<file path="config.mk">
export PLATFORM = sky130hd
export DESIGN_NAME = digit_glyph
export DESIGN_NICKNAME = d
export VERILOG_FILES = /design/src/rtl/vga_clock_pkg.sv /design/src/rtl/digit_font_rom.sv /design/src/rtl/digit_glyph.sv
export SDC_FILE = /design/constraint.sdc
export NUM_CORES = 1
export LEC_CHECK = 0
export BUFFER_PORTS_ARGS = -buffer_cell sky130_fd_sc_hd__buf_2
export CAP_MARGIN = 10
export CORE_AREA = 2 2 39 41
export CTS_CLUSTER_SIZE = 16
export DETAILED_ROUTE_END_ITERATION = 16
export DIE_AREA = 0 0 41 43
export HOLD_SLACK_MARGIN = 0.12
export PLACE_DENSITY_LB_ADDON = 0.2
export SLEW_MARGIN = 40
export SYNTH_ARGS = -nofsm -noshare
export SYNTH_HDL_FRONTEND = slang
export SYNTH_SLANG_ARGS = --single-unit
</file>
<file path="constraint.sdc">
create_clock -name clk -period 0.8 [get_ports clk]
set_input_delay 0.16 -clock clk [delete_from_list [all_inputs] [get_ports clk]]
set_output_delay 0.16 -clock clk [all_outputs]
set_load 0.005 [all_outputs]
</file>
<file path="src/rtl/vga_clock_pkg.sv">
// Shared sizes for the VGA clock glyph path, so the block-coordinate
// generator and the font lookup agree on cell geometry and field widths.
package vga_clock_pkg;

    localparam int unsigned GLYPH_W    = 4;
    localparam int unsigned GLYPH_H    = 5;
    localparam int unsigned CODE_W     = 4;
    localparam int unsigned COORD_W    = 6;
    localparam int unsigned ROW_W      = 3;

    localparam logic [CODE_W-1:0] CODE_COLON = 4'd10;

    typedef logic [CODE_W-1:0]  glyph_code_t;
    typedef logic [COORD_W-1:0] block_coord_t;
    typedef logic [ROW_W-1:0]   glyph_row_t;
    typedef logic [GLYPH_W-1:0] glyph_bits_t;

endpackage

</file>
<file path="src/rtl/digit_font_rom.sv">
// Combinational 5x4 font for digits 0-9 and the colon; bit 3 of each row is
// the leftmost column. Unused codes and rows beyond the cell read as blank.
module digit_font_rom
    import vga_clock_pkg::*;
(
    input  glyph_code_t number,
    input  glyph_row_t  row,
    output glyph_bits_t bits
);

    // Five hex rows per code, top row in the most significant nibble.
    logic [4*GLYPH_H-1:0] glyph;

    always_comb begin
        glyph = '0;
        case (number)
            4'd0:       glyph = 20'hEAAAE;
            4'd1:       glyph = 20'h4C44E;
            4'd2:       glyph = 20'hE2E8E;
            4'd3:       glyph = 20'hE2E2E;
            4'd4:       glyph = 20'hAAE22;
            4'd5:       glyph = 20'hE8E2E;
            4'd6:       glyph = 20'hE8EAE;
            4'd7:       glyph = 20'hE2222;
            4'd8:       glyph = 20'hEAEAE;
            4'd9:       glyph = 20'hEAE2E;
            CODE_COLON: glyph = 20'h04040;
            default:    glyph = '0;
        endcase
    end

    always_comb begin
        bits = '0;
        case (row)
            3'd0:    bits = glyph[19:16];
            3'd1:    bits = glyph[15:12];
            3'd2:    bits = glyph[11:8];
            3'd3:    bits = glyph[7:4];
            3'd4:    bits = glyph[3:0];
            default: bits = '0;
        endcase
    end

endmodule

</file>
<file path="src/rtl/digit_glyph.sv">
// Glyph block lookup: range-checks the block coordinate, selects one column
// of the font row and registers the lit flag with one cycle of latency.
module digit_glyph
    import vga_clock_pkg::*;
(
    input  logic                clk,
    input  logic                reset_n,
    input  logic [CODE_W-1:0]   number,
    input  logic [COORD_W-1:0]  x_block,
    input  logic [COORD_W-1:0]  y_block,
    output logic                pixel,
    output logic                in_cell
);

    glyph_bits_t row_bits;
    logic        in_range;
    logic        lit;
    logic [1:0]  col;

    assign in_range = (x_block < COORD_W'(GLYPH_W)) && (y_block < COORD_W'(GLYPH_H));

    // Low coordinate bits only address the ROM; in_range masks any aliasing.
    digit_font_rom u_rom (
        .number (number),
        .row    (y_block[ROW_W-1:0]),
        .bits   (row_bits)
    );

    always_comb begin
        col = 2'd3 - x_block[1:0];
        lit = in_range & row_bits[col];
    end

    always_ff @(posedge clk or negedge reset_n) begin
        if (!reset_n) begin
            pixel   <= 1'b0;
            in_cell <= 1'b0;
        end else begin
            pixel   <= lit;
            in_cell <= in_range;
        end
    end

endmodule

</file>
==> qor_table.md, run 1 <==
| Item | This run | Unit |
| --- | --- | --- |
| Outcome | complete, but fails checks | - |
| Failing checks | setup timing | - |
| DIE HEIGHT | 43 | µm |
| Clock Sinks | 2 | - |
| Row Count | 14 | - |
| 1st-pass router iterations | 3 | - |
| Clock-pin slew on the worst setup and hold paths | 0.03 | ns |
| Rel. slew slack | 0.806 | - |
| Post-route ant nets | 0 | - |
| Library cell occupying the most area in the post-synthesis netlist | sky130_fd_sc_hd__ha_1 | - |
| Drc violations | 0 | - |
| Overall fraction of global-route tracks in use | 0.159 | - |
| Diode insertion count for antenna repair | 0 | - |
| Maximum cell stage delay along the critical path | 0.31 | ns |
| EDFF count, synth | 0 | - |
| Die Outline Area | 0.00176 | mm² |
| Number of DRC violations after detailed-routing iteration 0 | 13 | - |
| Sequential area share after synthesis | 0.118 | - |
| Peak supply drop | 317 | µV |
| Top-area cell type share of the netlist area | 0.147 | - |
| Final setup viols | 4 | - |
| Final Wtd Congestion | 0.798 | - |
| End-of-flow core utilization | 0.556 | - |
| Final period utilization | 1.86 | - |
| Slew at the pin with the worst max-slew slack | 0.287 | ns |
| Maximum count of clock buffers along a single path | 2 | - |
| Leading register cell type out of synthesis | sky130_fd_sc_hd__dfrtp_1 | - |
| Arrival time at the worst endpoint | 1.59 | ns |
| Critical path capture point type | register | - |
| Most numerous cell types in the synthesized netlist | 5 x sky130_fd_sc_hd__ha_1, 5 x sky130_fd_sc_hd__inv_1, 5 x sky130_fd_sc_hd__nor2_1 | - |
| Number of buffers added by the clock tree synthesis step | 3 | - |
| Ports | 20 | - |
| Cell with the biggest individual delay on the critical path | sky130_fd_sc_hd__a211o_1 | - |
| Total standard cell area after synthesis | 425 | µm² |
| Highest attainable clock frequency | 673 | MHz |
| Summed negative setup slack over all endpoints | -0.833 | ns |
| Ys async rst share | 1.00 | - |
| Port Buffer Count | 19 | - |
| Required time of the worst setup path | 0.91 | ns |
| Yosys warning count | 0 | - |
| Total congestion overflow | 0 | - |
| Clock tree root driver cell | sky130_fd_sc_hd__clkbuf_4 | - |
| Floorplan die width | 41 | µm |
| Detailed-placement wirelength estimate | 1010 | µm |
| Detailed Route WL | 1230 | µm |
| Maximum number of pins on one net before global-route repair | 8 | - |
| Post-Place Setup Slack | -0.957 | ns |
| Setup repair after global routing missed its margin | yes | - |
| Number of synthesized register bits | 2 | - |
| Type of the worst setup path | input pin to register | - |
| Syn_area_per_cell | 8.03 | µm² |
| Crit path setup slack, layout | -0.686 | ns |
| Crit path launch type | input pin | - |
| Wire length of the first global-routing pass | 2000 | µm |
| Top cell family by delay on the critical path | compound AO/OA/AOI/OAI gates | - |
| Area inside the core boundary | 0.00138 | mm² |
| Top cells by area in the synthesized netlist | sky130_fd_sc_hd__ha_1 15%, sky130_fd_sc_hd__dfrtp_1 12%, sky130_fd_sc_hd__mux2i_1 4.7% | - |
| Worst hold path type | input pin to register | - |
| CP bufs+invs | 2 | - |
| Vias per Instance | 4.86 | - |
| Maximum level of the CTS H-tree | 1 | - |
| Largest fanout of any net on the critical path | 3 | - |
| Slew Viols, Final | 0 | - |
| Initial standard-cell utilization of the core | 0.307 | - |
| Leakage | 0.000388 | µW |
| Per-cell routed wire length | 11.1 | µm |
| Final instance area | 769 | µm² |
| Power density over cell area | 794 | mW/mm² |
| Number of distinct library cells after synthesis | 33 | - |
| Gate count after technology mapping | 53 | - |
| Cell-by-cell trace of the critical path | buf_8 -> clkinvlp_4 -> ha_4 -> mux2_4 -> a211o_1 -> a2111oi_2 -> nor2_1 -> o41ai_1 | - |
| Net Count, Synth | 76 | - |
| Post-Place Cell Area | 688 | µm² |
| Final critical-path required period | 1.49 | ns |
| Final nets | 120 | - |
| Number of global-route vias before repair | 548 | - |
| Total of max-cap violations | 0 | - |
| Ratio of cells with drive above 1 in the final layout | 0.558 | - |
| Total power of the final layout | 611 | µW |
| TritonCTS clock tree | yes | - |
| Antenna violations before repair | 0 | - |
| Hold violation count in the final report | 0 | - |
| Vias | 539 | - |
| Area Overhead vs Synth | 80.9 | % |
-- metrics by stage --
stage	hold slack [ns]	instances
4_1_cts	0.157	110
2_1_floorplan	-0.136	53
6_report	0.163	111
3_3_place_gp	-0.0535	106
3_5_place_dp	-0.0533	106
5_1_grt	0.168	111
-- worst paths after layout --
check                           start  endpoint  cells after the start
max                         number[1]     pixel                      8
min in group asynchronous     reset_n     pixel                      2
max in group asynchronous     reset_n   in_cell                      2
min                        x_block[1]     pixel                      2
-- layout by cell type (no fill, tap or decap), types with 2 or more instances in the layout --
cell	instances
sky130_fd_sc_hd__buf_4	20
sky130_fd_sc_hd__nand2_1	3
sky130_fd_sc_hd__dfrtp_1	2
sky130_fd_sc_hd__buf_2	18
sky130_fd_sc_hd__inv_1	3
sky130_fd_sc_hd__clkbuf_4	3
sky130_fd_sc_hd__nor2_1	5
sky130_fd_sc_hd__a211oi_1	2
sky130_fd_sc_hd__mux2i_1	2
sky130_fd_sc_hd__ha_1	4
sky130_fd_sc_hd__a21oi_1	2
-- flip-flops by register name (all words and copies together) (netlist names) --
signal and cells:
pixel 1, in_cell 1
-- routing by layer --
layer	global-route usage	share of wire
met2	0.291	0.54
met5	0	0
met1	0.180	0.40
met4	0.0600	0
met3	0	0.060
-- timing repair --
action                     in CTS  in global routing
pin swaps                       0                  1
hold endpoints to repair        2                  0
hold buffers                    1                  0
buffers inserted                0                  1
setup endpoints to repair       4                  4
gates cloned                    0                  0
gates resized for setup         5                  5
-- cells by family (layout without fill, tap and decap cells) --
family          after synthesis  count (layout)  synth area share
buf+inv                       7              49            0.0882
compound gates               14              14             0.253
flops                         2               2             0.118
mux                           3               3            0.0823
simple gates                 22              22             0.312
fa+ha+maj                     5               5             0.147
-- cell type report --
cell class,count,area [µm²]
Tap cell,16,20.0
Fill cell,128,614
Timing Repair Buffer,41,277
Clock buffer,3,22.5
Multi-Input combinational cell,44,378
Sequential cell,2,50.0
Inverter,5,22.5
-- where the power goes --
| part | internal, µW | switching [µW] | leakage, µW |
|---|---|---|---|
| Combinational | 163 | 128 | 0.000346 |
| Sequential | 102 | 0.0544 | 0.0000279 |
| Clock | 165 | 52.8 | 0.0000138 |
No activity file was read; power rests on OpenSTA's default activity.
==> inputs of run 2 (changes only) <==
- SYNTH_HIERARCHICAL: unset -> 1
==> qor_table.md, run 2 <==
| Item | This run | Unit | Delta |
| --- | --- | --- | --- |
| DIE HEIGHT | 43 | µm | unchanged |
| Post-Place Cell Area | 616 | µm² | -11% |
| Floorplan die width | 41 | µm | unchanged |
| Setup repair after global routing missed its margin | yes | - |  |
| Top-area cell type share of the netlist area | 0.187 | - | +0.0399 |
| Number of buffers added by the clock tree synthesis step | 3 | - | unchanged |
| Logic gate share of total power | 0.452 | - | -0.024 |
| Yosys warning count | 6 | - | +6 |
| Maximum number of pins on one net before global-route repair | 10 | - | +2 |
| Highest attainable clock frequency | 670 | MHz | -0.43% |
| Final setup viols | 3 | - | -1 |
| Largest fanout of any net on the critical path | 3 | - | unchanged |
| Post-route ant nets | 0 | - | unchanged |
| Final period utilization | 1.87 | - | +0.00806 |
| Maximum level of the CTS H-tree | 1 | - | unchanged |
| Switching Power | 184 | µW | +2.2% |
| Net Count, Synth | 76 | - | unchanged |
| Overall fraction of global-route tracks in use | 0.144 | - | -0.0146 |
| Post-Place Setup Slack | -1.00 | ns | -0.0433 ns |
| Arrival time at the worst endpoint | 1.60 | ns | about the same |
| Most instantiated library cell after synthesis | sky130_fd_sc_hd__ha_1 | - |  |
| Number of global-route vias before repair | 424 | - | -23% |
| Total of max-cap violations | 0 | - | unchanged |
| Slew Viols, Final | 0 | - | unchanged |
| Internal Pwr Total | 414 | µW | -3.7% |
| Leakage | 0.000340 | µW | -12% |
| Row Count | 14 | - | unchanged |
| Total standard cell area after synthesis | 402 | µm² | -5.6% |
| Power density over cell area | 888 | mW/mm² | +12% |
| Critical path capture point type | register | - |  |
| Per-cell routed wire length | 11.2 | µm | +0.65% |
| Ratio of cells with drive above 1 in the final layout | 0.482 | - | -0.0760 |
| Leading register cell type out of synthesis | sky130_fd_sc_hd__dfrtp_1 | - |  |
| Vias per Instance | 4.94 | - | +1.7% |
| Top Registers | in_cell x1, pixel x1 | - |  |
| Worst hold path type | input pin to asynchronous set/reset pin | - |  |
| Number of distinct library cells after synthesis | 26 | - | -21% |
| Peak supply drop | 274 | µV | -14% |
| TritonCTS clock tree | yes | - |  |
| Gate count after technology mapping | 52 | - | -1.9% |
| Failing checks | setup timing | - |  |
| Final critical-path required period | 1.49 | ns | +0.00645 ns |
| Drc violations | 0 | - | unchanged |
| Clock-pin slew on the worst setup and hold paths | 0.03 | ns | about the same |
| Most numerous cell types in the synthesized netlist | 6 x sky130_fd_sc_hd__ha_1, 5 x sky130_fd_sc_hd__nor2_1, 4 x sky130_fd_sc_hd__nor3_1, 4 x sky130_fd_sc_hd__o21ai_0 | - |  |
| Ys async rst share | 1.00 | - | unchanged |
| Layout fillers | 136 | - | +6.3% |
| Detailed-placement wirelength estimate | 895 | µm | -11% |
| Syn_area_per_cell | 7.72 | µm² | -3.8% |
| Maximum count of clock buffers along a single path | 2 | - | unchanged |
| Detailed Route WL | 1110 | µm | -10% |
| Hold violation count in the final report | 0 | - | unchanged |
| Cell-by-cell trace of the critical path | buf_8 -> inv_6 -> ha_4 -> a2111oi_4 -> nor3_2 -> a21o_1 -> mux4_2 -> and4_1 | - |  |
| Final nets | 109 | - | -9.2% |
| Leading cell types in the layout, fill and taps excluded | 17 x sky130_fd_sc_hd__buf_2, 11 x sky130_fd_sc_hd__buf_4, 5 x sky130_fd_sc_hd__nor2_1, 5 x sky130_fd_sc_hd__ha_1, 4 x sky130_fd_sc_hd__o21ai_0 | - |  |
| Ports | 20 | - | unchanged |
| Antenna violations before repair | 0 | - | unchanged |
| 1st-pass router iterations | 4 | - | +1 |
| Commonest non-fill, non-tap cell in the layout | sky130_fd_sc_hd__buf_2 | - |  |
| Crit path setup slack, layout | -0.692 | ns | -0.00645 ns |
| EDFF count, synth | 0 | - | unchanged |
| Worst setup path startpoint | number[0] | - |  |
| Type of the worst setup path | input pin to register | - |  |
| Final Wtd Congestion | 0.807 | - | +1.2% |
| Top cells by area in the synthesized netlist | sky130_fd_sc_hd__ha_1 19%, sky130_fd_sc_hd__dfrtp_1 12%, sky130_fd_sc_hd__mux4_2 5.6% | - |  |
| Number of buffers added for setup after CTS | 0 | - | unchanged |
| Initial standard-cell utilization of the core | 0.290 | - | -0.0172 |
| End-of-flow core utilization | 0.487 | - | -0.0687 |
| Total congestion overflow | 0 | - | unchanged |
| Final instance area | 674 | µm² | -12% |
| Area Overhead vs Synth | 67.9 | % |  |
| Outcome | complete, but fails checks | - |  |
| Sequential share of power | 0.171 | - | +0.003 |
| Wire length of the first global-routing pass | 1750 | µm | -12% |
| Diode insertion count for antenna repair | 0 | - | unchanged |
| Number of DRC violations after detailed-routing iteration 0 | 12 | - | -1 |
| Sequential area share after synthesis | 0.125 | - | +0.00696 |
| Port Buffer Count | 19 | - | unchanged |
| Cell with the biggest individual delay on the critical path | sky130_fd_sc_hd__mux4_2 | - |  |
| Library cell occupying the most area in the post-synthesis netlist | sky130_fd_sc_hd__ha_1 | - |  |
| Crit path launch type | input pin | - |  |
| Number of synthesized register bits | 2 | - | unchanged |
| Clock tree root driver cell | sky130_fd_sc_hd__clkbuf_4 | - |  |
| Clock group share of total power | 0.378 | - | +0.021 |
| Required time of the worst setup path | 0.91 | ns | about the same |
| Area inside the core boundary | 0.00138 | mm² | unchanged |
| Vias | 489 | - | -9.3% |
| Switching power as a share of total power | 0.308 | - | +0.0125 |
| Maximum cell stage delay along the critical path | 0.42 | ns | +0.11 ns |
| Die Outline Area | 0.00176 | mm² | unchanged |
| Clock Sinks | 2 | - | unchanged |
==> run 2: power groups by stage <==
stage / Clock [µW] / Combinational (µW) / Sequential [µW]
3_5_place_dp: 0 / 253 / 103
3_3_place_gp: 0 / 251 / 103
5_1_grt: 241 / 297 / 102
2_1_floorplan: 0 / 130 / 103
4_1_cts: 244 / 268 / 102
6_report: 226 / 270 / 102
==> run 2: routing by layer <==
| metal | track usage | up-vias | share of wire |
|---|---|---|---|
| met5 | 0 | - | 0 |
| li1 | - | 255 | - |
| met2 | 0.216 | 12 | 0.51 |
| met3 | 0.0157 | 0 | 0.033 |
| met4 | 0.0800 | 0 | 0 |
| met1 | 0.192 | 222 | 0.46 |
==> run 2: cells by family after synthesis <==
kind of cell / count (synthesis) / synth area share
compound gates: 14 / 0.240
other cells: 1 / 0.00934
buf+inv: 6 / 0.0717
simple gates: 20 / 0.262
fa+ha+maj: 6 / 0.187
flops: 2 / 0.125
mux: 3 / 0.106
==> run 2: stage by stage <==
stage	hold WS [ns]	TNS (ns)	std cells	power, µW
after CTS	0.236	-0.808	99	614
after global routing	0.255	-0.908	99	641
after detailed placement	-0.0536	-1.10	95	356
final	0.249	-0.793	99	599
after floorplan	-0.136	-0.812	52	234
after global placement	-0.0543	-1.10	95	354
==> run 2: final timing paths <==
| path | to | slack (ns) | depth (start not counted) |
|---|---|---|---|
| min in group clk | pixel | 0.25 | 3 |
| setup / recovery | pixel | -0.69 | 8 |
| max in group asynchronous | in_cell | 0.45 | 2 |
| hold / removal | pixel | 0.25 | 2 |
==> run 2: what timing repair did <==
item | 4_1_cts | 5_1_grt
pin swaps | 2 | 1
endpoints found under the setup margin | 3 | 3
hold endpoints to repair | 2 | 0
hold buffers | 1 | 0
resized for setup | 5 | 2
==> run 2: worst max-delay path, delay by kind of cell <==
kind                       cells  cell delay [ns]
AOI/OAI and AO/OA              2             0.44
muxes                          1             0.42
adders and majority gates      1             0.24
and+or+nand+nor                2             0.21
buffers and inverters          2             0.12
==> run 2: area by class of cell <==
type	instances	area, µm²	share of cell area
clock buffer	3	22.5	0.0334
inverter	3	18.8	0.0278
multi-input combinational	44	359	0.532
sequential	2	50.0	0.0742
tap	16	20.0	0.0297
timing repair buffer	31	204	0.302
==> inputs of run 3 (changes only) <==
- ABC_AREA: unset -> 1
==> qor_table.md, run 3 <==
| Item | This run | Unit | Delta |
| --- | --- | --- | --- |
| Outcome | complete, but fails checks | - |  |
| Failing checks | setup timing | - |  |
| Total standard cell area after synthesis | 498 | µm² | +24% |
| Final critical-path required period | 1.22 | ns | -0.273 ns |
| Combined flip-flop and latch cell area | 50.0 | µm² | unchanged |
| EDFF count, synth | 0 | - | unchanged |
| Most numerous cell types in the synthesized netlist | 23 x sky130_fd_sc_hd__inv_1, 23 x sky130_fd_sc_hd__nand2_1, 10 x sky130_fd_sc_hd__nand3_1 | - |  |
| Final period utilization | 1.52 | - | -0.341 |
| Area fraction in compound gates after synthesis | 0.113 | - | -0.127 |
| Per-cell routed wire length | 8.79 | µm | -21% |
| Footprint of the multi-input gates | 367 | µm² | +2.1% |
| Wire length of the first global-routing pass | 2000 | µm | +14% |
| Maximum count of clock buffers along a single path | 2 | - | unchanged |
| Crit path launch type | input pin | - |  |
| Sequential area share after synthesis | 0.101 | - | -0.0241 |
| Diode insertion count for antenna repair | 0 | - | unchanged |
| Ys async rst share | 1.00 | - | unchanged |
| Detailed-placement wirelength estimate | 1000 | µm | +12% |
| Setup repair after global routing missed its margin | yes | - |  |
| Peak supply drop | 263 | µV | -4.0% |
| Crit path setup slack, layout | -0.419 | ns | +0.273 ns |
| Detailed Route WL | 1220 | µm | +10% |
| Area inside the core boundary | 0.00138 | mm² | unchanged |
| Final nets | 149 | - | +37% |
| DIE HEIGHT | 43 | µm | unchanged |
| Vias | 640 | - | +31% |
| Clock Sinks | 2 | - | unchanged |
| Worst hold path type | input pin to asynchronous set/reset pin | - |  |
| Number of global-route vias before repair | 580 | - | +37% |
| Required time of the worst setup path | 0.95 | ns | +0.04 ns |
| Total of max-cap violations | 0 | - | unchanged |
| Port Buffer Count | 19 | - | unchanged |
| Mux contribution to synthesized area | 0 | - | -0.106 |
| Sequential share of power | 0.166 | - | -0.005 |
| Ratio of cells with drive above 1 in the final layout | 0.398 | - | -0.0836 |
| Top cells by area in the synthesized netlist | sky130_fd_sc_hd__inv_1 17%, sky130_fd_sc_hd__nand2_1 17%, sky130_fd_sc_hd__ha_1 15% | - |  |
| Summed negative setup slack over all endpoints | -0.507 | ns | +0.287 ns |
| Leading cell types in the layout, fill and taps excluded | 22 x sky130_fd_sc_hd__nand2_1, 20 x sky130_fd_sc_hd__inv_1, 18 x sky130_fd_sc_hd__buf_2, 12 x sky130_fd_sc_hd__buf_4, 9 x sky130_fd_sc_hd__nand3_1 | - |  |
| Commonest non-fill, non-tap cell in the layout | sky130_fd_sc_hd__nand2_1 | - |  |
| Post-Place Setup Slack | -0.691 | ns | +0.310 ns |
| Total congestion overflow | 0 | - | unchanged |
| Arrival time at the worst endpoint | 1.37 | ns | -0.23 ns |
| Slew Viols, Final | 0 | - | unchanged |
| Area Overhead vs Synth | 53.0 | % |  |
| Final setup viols | 3 | - | unchanged |
| GRT met3 Usage | 0 | - | -0.0157 |
| Final Wtd Congestion | 0.820 | - | +1.6% |
| Adder-Cell Fraction of Synth Area | 0.151 | - | -0.0362 |
| Layout fillers | 137 | - | +0.74% |
| Critical path capture point type | register | - |  |
| 1st-pass router iterations | 4 | - | unchanged |
| Post-Place Cell Area | 704 | µm² | +14% |
| Share of the synthesized netlist area taken by xor and xnor gates | 0 | - | unchanged |
| Clock-pin slew on the worst setup and hold paths | 0.03 | ns | about the same |
| Vias per Instance | 4.60 | - | -6.8% |
| Floorplan die width | 41 | µm | unchanged |
| Overall fraction of global-route tracks in use | 0.163 | - | +0.0185 |
| Net Count, Synth | 113 | - | +49% |
| Maximum number of pins on one net before global-route repair | 8 | - | -2 |
| Maximum level of the CTS H-tree | 1 | - | unchanged |
| TritonCTS clock tree | yes | - |  |
| Syn_area_per_cell | 5.60 | µm² | -28% |
| Row Count | 14 | - | unchanged |
| Routing usage on met1 | 0.142 | - | -0.0493 |
| Cells after DPL | 134 | - | +41% |
| Non-filler instance count after layout | 139 | - | +40% |
| Ports | 20 | - | unchanged |
| Hold violation count in the final report | 0 | - | unchanged |
| Highest attainable clock frequency | 820 | MHz | +22% |
| Drc violations | 0 | - | unchanged |
| Largest fanout of any net on the critical path | 4 | - | +1 |
| Clock group share of total power | 0.355 | - | -0.023 |
| Logic gate share of total power | 0.479 | - | +0.027 |
| Final instance area | 762 | µm² | +13% |
| Die Outline Area | 0.00176 | mm² | unchanged |
| Post-synthesis simple-gate area fraction | 0.425 | - | +0.163 |
| Power density over cell area | 811 | mW/mm² | -8.6% |
| Antenna violations before repair | 0 | - | unchanged |
| Clock tree root driver cell | sky130_fd_sc_hd__clkbuf_4 | - |  |
| Worst hold slack across all endpoints | 0.248 | ns | -0.000789 ns |
| GRT Max-Usage Layer | met2 | - |  |
| Dominant combinational cell family by area after synthesis | simple AND/OR/NAND/NOR gates | - |  |
| Switching Power | 206 | µW | +12% |
| Leakage | 0.000465 | µW | +37% |
| Met2 usage | 0.319 | - | +0.103 |
| Internal Pwr Total | 412 | µW | -0.46% |
| Initial standard-cell utilization of the core | 0.360 | - | +0.0696 |
| Top Registers | in_cell x1, pixel x1 | - |  |
| Yosys warning count | 6 | - | unchanged |
| Gate count after technology mapping | 89 | - | +71% |
| Top-area cell type share of the netlist area | 0.173 | - | -0.0135 |
| Post-route ant nets | 0 | - | unchanged |
| Type of the worst setup path | input pin to register | - |  |
| Switching power as a share of total power | 0.333 | - | +0.0249 |
| Number of distinct library cells after synthesis | 20 | - | -23% |
| Library cell occupying the most area in the post-synthesis netlist | sky130_fd_sc_hd__inv_1 | - |  |
| Number of buffers added by the clock tree synthesis step | 3 | - | unchanged |
| Leading register cell type out of synthesis | sky130_fd_sc_hd__dfrtp_1 | - |  |
| Number of synthesized register bits | 2 | - | unchanged |
| Number of DRC violations after detailed-routing iteration 0 | 19 | - | +7 |
run 3: cell count changes in the layout (fill, tap and decap cells not counted), sizes merged, moves of 2 or more:
cell     change
nand2b       -3
nand4        +2
inv         +21
mux2i        -2
nand3        +9
nor2         +4
a2111oi      -2
nor3         -3
nand2       +20
run 3: area by class of cell:
type / instances / area share
Sequential cell: 2 / 0.0657
Clock buffer: 3 / 0.0296
Timing Repair Buffer: 32 / 0.269
Multi-Input combinational cell: 61 / 0.481
Tap cell: 16 / 0.0263
Inverter: 25 / 0.128
run 3: routing by layer:
layer	routed length (µm)	share of wire	up-vias
met4	13	0.011	0
met5	0	0	-
met2	688	0.56	22
met3	71	0.058	4
met1	449	0.37	279
li1	-	-	335
run 3: repair_timing:
item,in CTS,in global routing
setup endpoints to repair,3,3
hold buffers,1,0
buffers inserted,1,0
gates resized for setup,2,3
endpoints found under the hold margin,2,0
gates cloned,0,0
pin swaps,2,3
run 3: kinds of logic (layout without fill, tap and decap cells):
| logic type | Yosys count | count (layout) |
|---|---|---|
| buffers and inverters | 26 | 60 |
| other | 1 | 1 |
| adders and majority gates | 6 | 6 |
| and+or+nand+nor | 46 | 46 |
| DFF | 2 | 2 |
| AOI/OAI and AO/OA | 8 | 8 |
run 3: per-stage QoR:
| stage | util | power, µW |
|---|---|---|
| 2_1_floorplan | - | 249 |
| 3_3_place_gp | 0.509 | 374 |
| 3_5_place_dp | 0.509 | 380 |
| 4_1_cts | 0.542 | 621 |
| 5_1_grt | 0.551 | 676 |
| 6_report | 0.551 | 618 |
run 3: how the worst max path moves through the flow:
stage,depth (start not counted),to,start,slack (ns)
after floorplan,16,pixel,number[1],-0.45
after detailed placement,17,pixel,number[1],-0.69
after CTS,17,pixel,number[1],-0.41
after global routing,17,pixel,number[1],-0.58
final,17,pixel,number[1],-0.42
after global placement,17,pixel,number[1],-0.64
run 3: critical path, cell delays in order:
cell and delay [ns]:
sky130_fd_sc_hd__buf_8 0.08, sky130_fd_sc_hd__clkinvlp_4 0.12, sky130_fd_sc_hd__ha_4 0.30, sky130_fd_sc_hd__inv_2 0.03
sky130_fd_sc_hd__nand2_2 0.05, sky130_fd_sc_hd__nand3_2 0.06, sky130_fd_sc_hd__nand2_1 0.07, sky130_fd_sc_hd__inv_1 0.04
sky130_fd_sc_hd__nand2_1 0.04, sky130_fd_sc_hd__nand2_1 0.04, sky130_fd_sc_hd__nand2_1 0.05, sky130_fd_sc_hd__inv_1 0.04
sky130_fd_sc_hd__nand2_1 0.05, sky130_fd_sc_hd__nand3_1 0.06, sky130_fd_sc_hd__nand2_1 0.06, sky130_fd_sc_hd__inv_1 0.04
sky130_fd_sc_hd__nor2_2 0.07
run 3: power by group through the flow:
| stage | clock network (µW) | logic [µW] | registers, µW |
|---|---|---|---|
| 6_report | 220 | 296 | 102 |
| 5_1_grt | 236 | 337 | 102 |
| 4_1_cts | 229 | 289 | 102 |
| 3_5_place_dp | 0 | 277 | 103 |
| 3_3_place_gp | 0 | 271 | 103 |
| 2_1_floorplan | 0 | 145 | 103 |
